**src/rtl/period_meter.sv**
```systemverilog
// period_meter: single-shot measurement of the period and high time of a slow,
// asynchronous square wave, counted in clk cycles.
//
// Ports:
//   clk        system clock, all logic on its rising edge
//   rst        synchronous active-high reset
//   sig_in     asynchronous waveform to be measured
//   start      request one measurement (sampled only in IDLE)
//   busy       measurement in progress (ARM or MEASURE)
//   done       one-cycle pulse, result valid
//   period     measured period in clk cycles
//   high_time  clk cycles sig_in was high within the period
//   ovf        measurement timed out or saturated (valid with done)
//
// Optional build macro PERIOD_METER_AVG4_EN: measure four consecutive periods
// and report their truncated averages.
module period_meter #(
  parameter int CNT_W       = 16,
  parameter int SYNC_STAGES = 2
) (
  input  logic             clk,
  input  logic             rst,
  input  logic             sig_in,
  input  logic             start,
  output logic             busy,
  output logic             done,
  output logic [CNT_W-1:0] period,
  output logic [CNT_W-1:0] high_time,
  output logic             ovf
);

  typedef enum logic [1:0] {IDLE, ARM, MEASURE} state_t;

  localparam logic [CNT_W-1:0] MAX = '1;

  state_t                 state;
  logic [SYNC_STAGES-1:0] sync;
  logic                   s_sync, s_prev, rise;
  logic [CNT_W-1:0]       cnt, hcnt, cnt_p1;

  // Input synchronizer plus one history flop for edge detection.
  always_ff @(posedge clk) begin
    if (rst) begin
      sync   <= '0;
      s_prev <= 1'b0;
    end else begin
      sync   <= {sync[SYNC_STAGES-2:0], sig_in};
      s_prev <= s_sync;
    end
  end

  assign s_sync = sync[SYNC_STAGES-1];
  assign rise   = s_sync & ~s_prev;

  // cnt+1 saturates so a rise landing exactly on cnt==MAX still reports all ones.
  assign cnt_p1 = (cnt == MAX) ? MAX : cnt + 1'b1;

`ifdef PERIOD_METER_AVG4_EN
  logic [CNT_W+1:0] sum, hsum, psum, hsum_n;
  logic [1:0]       nper;

  // Running totals including the period that ends on this rise.
  assign psum   = sum + {2'b00, cnt_p1};
  assign hsum_n = hsum + {2'b00, hcnt};
`endif

  always_ff @(posedge clk) begin
    if (rst) begin
      state     <= IDLE;
      busy      <= 1'b0;
      done      <= 1'b0;
      period    <= '0;
      high_time <= '0;
      ovf       <= 1'b0;
      cnt       <= '0;
      hcnt      <= '0;
`ifdef PERIOD_METER_AVG4_EN
      sum       <= '0;
      hsum      <= '0;
      nper      <= '0;
`endif
    end else begin
      done <= 1'b0;
      case (state)
        IDLE: begin
          if (start) begin
            state <= ARM;
            busy  <= 1'b1;
            cnt   <= '0;
            hcnt  <= '0;
`ifdef PERIOD_METER_AVG4_EN
            sum   <= '0;
            hsum  <= '0;
            nper  <= '0;
`endif
          end
        end

        ARM: begin
          if (rise) begin
            // s_sync is high on the rise cycle, so it already counts as high.
            state <= MEASURE;
            cnt   <= '0;
            hcnt  <= {{(CNT_W-1){1'b0}}, 1'b1};
          end else if (cnt == MAX) begin
            state     <= IDLE;
            busy      <= 1'b0;
            done      <= 1'b1;
            ovf       <= 1'b1;
            period    <= MAX;
            high_time <= '0;
          end else begin
            cnt <= cnt + 1'b1;
          end
        end

        MEASURE: begin
          if (rise) begin
`ifdef PERIOD_METER_AVG4_EN
            if (nper == 2'd3) begin
              state     <= IDLE;
              busy      <= 1'b0;
              done      <= 1'b1;
              ovf       <= 1'b0;
              period    <= CNT_W'(psum >> 2);
              high_time <= CNT_W'(hsum_n >> 2);
            end else begin
              sum  <= psum;
              hsum <= hsum_n;
              nper <= nper + 1'b1;
              cnt  <= '0;
              hcnt <= {{(CNT_W-1){1'b0}}, 1'b1};
            end
`else
            state     <= IDLE;
            busy      <= 1'b0;
            done      <= 1'b1;
            ovf       <= 1'b0;
            period    <= cnt_p1;
            high_time <= hcnt;
`endif
          end else if (cnt == MAX) begin
            state     <= IDLE;
            busy      <= 1'b0;
            done      <= 1'b1;
            ovf       <= 1'b1;
            period    <= MAX;
`ifdef PERIOD_METER_AVG4_EN
            high_time <= CNT_W'(hsum >> 2);
`else
            high_time <= hcnt;
`endif
          end else begin
            cnt <= cnt + 1'b1;
            if (s_sync && hcnt != MAX) hcnt <= hcnt + 1'b1;
          end
        end

        default: begin
          state <= IDLE;
          busy  <= 1'b0;
        end
      endcase
    end
  end

endmodule

```
**config.mk**
```make
export PLATFORM = sky130hd
export DESIGN_NAME = period_meter
export DESIGN_NICKNAME = d
export VERILOG_FILES = /design/src/rtl/period_meter.sv
export SDC_FILE = /design/constraint.sdc
export NUM_CORES = 1
export LEC_CHECK = 0
export ABC_AREA = 1
export CORE_UTILIZATION = 62
export CTS_CLUSTER_DIAMETER = 120
export DETAILED_ROUTE_END_ITERATION = 8
export PLACE_DENSITY = 0.83
export SLEW_MARGIN = 20
export SYNTH_ARGS = -nofsm -noshare
export SYNTH_HDL_FRONTEND = slang
export SYNTH_SLANG_ARGS = --single-unit
```
**constraint.sdc**
```tcl
create_clock -name clk -period 3.4 [get_ports clk]
set_input_delay 0.51 -clock clk [delete_from_list [all_inputs] [get_ports clk]]
set_output_delay 0.51 -clock clk [all_outputs]
set_load 0.02 [all_outputs]
```
## Word level (Yosys, flattened, before mapping)

Cells that the tools add are included.
W data, S select, Z words.

| storage, ports and cells | value |
|---|---|
| memories kept | 0 |
| output and inout bits | 35 |
| input bits | 4 |
| logic and storage cells | 73 |
| register bits after elaboration | 72 |
| bits in writable memories | 0 |
| latch bits | 0 |
| ROM bits | 0 |

| cells by class | value |
|---|---|
| shifts and indexed selects | 0 |
| divide/modulo/power cells | 0 |
| $mul | 0 |
| $add $sub $neg | 2 |
| equal/unequal tests | 12 |
| bitwise operators | 2 |
| $lt $le $gt $ge | 0 |
| reduce and logical (&&, ||, !) cells | 9 |
| multiplexer cells | 38 |

Operator list:

| kind | number |
|---|---|
| $mux W16 | 16 |
| $pmux W16 S3 | 2 |
| $pmux W16 S2 | 2 |
| $add A16 B1 Y16 const B | 2 |
| $eq A16 B16 Y1 const B | 1 |
| $ne A16 B16 Y1 const B | 1 |
| $ne A2 B2 Y1 const B | 7 |
| $mux W1 | 10 |
| $mux W2 | 4 |
| $pmux W2 S3 | 1 |
| $reduce_and A6 Y1 | 1 |
| $pmux W1 S2 | 2 |
| $reduce_and A2 Y1 | 2 |
| $reduce_and A4 Y1 | 1 |
| $ne A3 B3 Y1 const B | 1 |
| $pmux W1 S3 | 1 |
| $reduce_and A3 Y1 | 1 |
| $reduce_bool A3 Y1 | 1 |
| $eq A2 B1 Y1 const B | 1 |
| $eq A2 B2 Y1 const B | 1 |
| $logic_not A2 Y1 | 1 |
| $reduce_bool A2 Y1 | 1 |
| $and A1 B1 Y1 | 1 |
| $logic_and A1 B1 Y1 | 1 |
| $not A1 Y1 | 1 |

## Longest topological paths before layout

| depth | value |
|---|---|
| depth in word-level cells | 6 |
| gate-level depth with buffers | 12 |
| mapped depth without buffers | 11 |

## Least setup slack after synthesis

OpenSTA, ideal clock, no wires.

| timing | value |
|---|---|
| path type | register to register |
| from | register state[0] |
| to | register hcnt[8] |
| library setup time | 0.111 ns |
| required time | 3.289 ns |
| stages on the path, launching flop included | 13 |
| data arrival time | 1.638 ns |
| setup slack | 1.651 ns |
| cells stage by stage | dfxtp_1 inv_1 ha_1 inv_2 nor2_1 nor2_2 nand2_2 a21oi_2 buf_4 buf_6 nand4_1 nand2_1 nor2_1 |

| between the ends | value |
|---|---|
| word-level cells in the longest chain between the ends | 3 |
| elaborated cells between the ends (all ways) | 11 |
| classes of those cells | eq/ne (7); mux (1); reduce/logical (3) |

RTL lines:

| what | line | source |
|---|---|---|
| start, declared | 36 | `state_t state;` |
| start signal, assigned | 69 | `state <= IDLE;` |
| start signal, assigned | 87 | `state <= ARM;` |
| start signal, assigned | 102 | `state <= MEASURE;` |
| $eq A2 B2 Y1, or another cell as far along | 84 | `case (state)` |
| $ne A2 B2 Y1 (no source line) / $reduce_bool A3 Y1 (equally long branches) | -- |  |
| $reduce_and A6 Y1 (no source line) | -- |  |
| end signal, assigned | 104 | `hcnt <= {{(CNT_W-1){1'b0}}, 1'b1};` |
| end signal, assigned | 155 | `if (s_sync && hcnt != MAX) hcnt <= hcnt + 1'b1;` |
| end, declared | 39 | `logic [CNT_W-1:0] cnt, hcnt, cnt_p1;` |

Parallel ways exist; a longest one is shown, timed or not.
A chain may end at the register's enable or synchronous reset.

## Final worst setup path

| timing | value |
|---|---|
| from | register state[0] |
| to | register high_time[9] |

| between the ends | value |
|---|---|
| word-level cells in the longest chain between the ends | 3 |
| elaborated cells between the ends (all ways) | 8 |
| classes of those cells | eq/ne (5); mux (1); reduce/logical (2) |

RTL lines:

| what | line | source |
|---|---|---|
| $eq A2 B2 Y1 / $eq A2 B1 Y1 (equally long branches) | 84 |  |
| $ne A3 B3 Y1 (no source line), or another cell as far along | -- |  |
| $reduce_and A4 Y1 (no source line) | -- |  |
| end signal, assigned | 140 | `high_time <= hcnt;` |
| end signal, assigned | 151 | `high_time <= hcnt;` |
| end, declared | 28 | `output logic [CNT_W-1:0] high_time,` |

Parallel ways exist; a longest one is shown, timed or not.

==> impl_results.rst <==
.. list-table::
   :header-rows: 1

   * - Metric
     - Value
   * - Result of the run
     - finished, final reports clean
   * - WS Path Type
     - flip-flop to flip-flop
   * - Number of synthesized register bits
     - 72
   * - Share of the core filled with cells in the final layout
     - 75.3%
   * - Max_cap viols
     - 0
   * - Post-place setup slack
     - 862 ps
   * - Initial standard-cell utilization of the core
     - 65.4%
   * - Number of remaining DRC errors
     - 0
   * - # port buffers
     - 38
   * - Final slew viol count
     - 0
   * - Layout Area Growth over Synthesis
     - 15.2%
   * - Number of buffers inserted by hold repair at cts
     - 0
   * - Ys Warns
     - 0
   * - Number of rows created at floorplan
     - 28
   * - Number of standard cells after synthesis
     - 594
   * - Routing layer with the top usage in global route
     - met2
   * - Total Wirelength
     - 9.30 mm
   * - Cell total after placement
     - 687
   * - Post_cts resized
     - 0
   * - Final std cells w/o fill
     - 703
   * - Final Hold Vio Count
     - 0
   * - Unrepaired setup endpoints after global routing
     - no
   * - Average cell area after synthesis
     - 6.59 sq um
   * - Die span in y
     - 81.5 um
   * - Clock Path Buffers
     - 2
   * - Met3 GRT Util
     - 5.33%
   * - Power density of the placed cells
     - 472 nW/um^2
   * - Die span in x
     - 81.5 um
   * - Hold Crit Class
     - flip-flop to flip-flop
   * - Clock-pin transition on the worst setup and hold timing paths
     - 80 ps
   * - Ratio of cells with drive above 1 in the final layout
     - 7.48%
   * - Int Pwr
     - 1.56 mW
   * - Share of power burned in registers
     - 43.2%
   * - Measured slew at the worst slew-check pin
     - 664 ps
   * - Worst-case headroom to the max-slew limit
     - 55.7%
   * - Die footprint
     - 6640 sq um
   * - Fraction of power spent switching nets
     - 26.8%
   * - Final worst clock skew
     - 12.9 ps
   * - Setup crit start kind
     - flip-flop
   * - Number of diodes added for antenna fixing
     - 0
   * - RD Place Congestion
     - 0.910
   * - Initial DRC count
     - 259
   * - Switching power
     - 0.570 mW
   * - Hold WS
     - 406 ps
   * - Register area share after synthesis
     - 36.8%
   * - Maximum frequency from static timing analysis
     - 403 MHz
   * - Period minus WS final
     - 2480 ps
   * - Number of setup violations in the final report
     - 0
   * - Setup TNS
     - 0 ps
   * - Number of global-route vias before repair
     - 3379
   * - Total global routing track utilization
     - 29.6%
   * - Number of detailed-routing iterations run before antenna repair
     - 5
   * - Maximum number of pins on one net before global-route repair
     - 33
   * - Total number of clock tree sinks
     - 72
   * - Met1 routing resource usage after global routing
     - 33.2%
   * - Part of the cycle the worst path needs
     - 73.0%
   * - Final worst-path setup slack
     - 919 ps
   * - Total gr overflow
     - 0
   * - Worst Setup End Kind
     - flip-flop
   * - Core Region
     - 5990 sq um
   * - Worst ir drop on vdd
     - 0.333 mV
   * - Cell Area, Synth
     - 3920 sq um
   * - CTS tree
     - yes
   * - Postcts setup bufs
     - 0
   * - Clk_lat worst skew
     - 360 ps
   * - Final Net Count
     - 634
   * - Critical path fanouts, max
     - 32
   * - Antenna violation net count after detailed routing
     - 0
   * - Num CTS Buffers
     - 9
   * - M2 GR Usage
     - 52.2%
   * - H-tree depth
     - 3
   * - DR vias
     - 3786
   * - DR vias/cell
     - 5.39
   * - Root Driver
     - clkbuf_8
   * - Data arrival, critical path
     - 2740 ps
   * - HPWL after detailed placement
     - 6.53 mm
   * - Count of boundary I/O pins
     - 39
   * - Distinct cell type count after synthesis
     - 33
   * - Number of antenna violations at the first check in global routing
     - 0
   * - LEAKAGE
     - 1.93 nW
   * - Routed length per placed instance
     - 13.2 um
   * - First-pass GRT wire length
     - 14.9 mm
   * - CP required
     - 3660 ps
   * - Proportion of power drawn by the clock network
     - 41.8%
   * - Comb power frac
     - 15.1%
   * - Number of nets in the synthesized netlist
     - 605
power groups by stage:
stage	logic, mW	registers, mW	clock network [mW]
2_1_floorplan	0.209	0.964	0
3_3_place_gp	0.310	0.937	0
3_5_place_dp	0.319	0.938	0
4_1_cts	0.321	0.919	0.894
5_1_grt	0.360	0.925	0.934
6_report	0.321	0.919	0.889
final cells by class:
cell class | instances | area (sq um)
clock inverter | 4 | 98.8
inverter | 67 | 251
tap | 75 | 93.8
clock buffer | 12 | 165
sequential | 72 | 1440
timing repair buffer | 42 | 410
multi-input combinational | 431 | 2050
fill | 476 | 1480
layout by cell type, fill, tap and decap left out, drive strengths merged:
cell type / instances
nand2: 150
nor2: 128
dfxtp: 72
inv: 65
o21ai: 53
clkdlybuf4s50: 38
a21oi: 28
nand4: 25
nand3: 23
clkbuf: 12
ha: 7
xor2: 6
nor3: 4
buf: 4
nand3b: 3
bufinv: 3
clkinv: 3
o21bai: 1
xnor2: 1
and2: 1
a211oi: 1
worst paths after layout:
| check | cells after the start | slack [ps] | end | startpoint |
|---|---|---|---|---|
| worst max-delay path | 8 | 920 | high_time[9] | state[0] |
| worst min register to register | 2 | 410 | sync[1] | sync[0] |
| worst min-delay path | 2 | 410 | sync[1] | sync[0] |
| worst max register to register | 8 | 920 | high_time[9] | state[0] |
Yosys cell counts, drive strengths merged:
cell	count	area, sq um
a211oi	1	7.51
o21bai	1	7.51
xnor2	1	8.76
inv	65	244
nor2	128	519
a21oi	28	155
dfxtp	72	1440
and2	1	6.26
o21ai	53	269
xor2	6	52.6
clkbuf	7	26.3
ha	7	87.6
nand2	150	596
clkinv	2	7.51
nor3	4	20.0
buf	17	146
nand3b	3	22.5
nand3	23	143
nand4	25	156
flip-flops by register name, summed over array words and instances (netlist names):
name	flops
busy	1
cnt	16
done	1
hcnt	16
high_time	16
ovf	1
period	16
s_prev	1
state	2
sync	2
critical path: stages, from the launching register on:
cell and delay, ps:
dfxtp_1 400, inv_1 90, ha_1 340, inv_1 460, o21ai_2 180, a21oi_4 580
o21ai_0 190, nand2_1 110, nor2_1 40
layer usage:
metal	part of all wire [%]	vias to the layer above
met4	4.0	0
met2	50	138
met3	4.6	27
met5	0	-
li1	-	1943
met1	41	1678
cell families (layout without fill, tap and decap cells):
logic type | after synthesis | after routing | synth area share [%]
compound gates | 83 | 83 | 11.2
fa+ha+maj | 7 | 7 | 2.24
flops | 72 | 72 | 36.8
simple gates | 334 | 334 | 37.3
buf+inv | 91 | 125 | 10.8
xor+xnor | 7 | 7 | 1.57
metrics by stage:
step | total power, mW | area, sq um
finish | 2.13 | 4510
global route | 2.22 | 4510
CTS | 2.13 | 4510
detailed placement | 1.26 | 4250
global placement | 1.25 | 4250
floorplan | 1.17 | 3920
(Power assumes the default switching activity.)
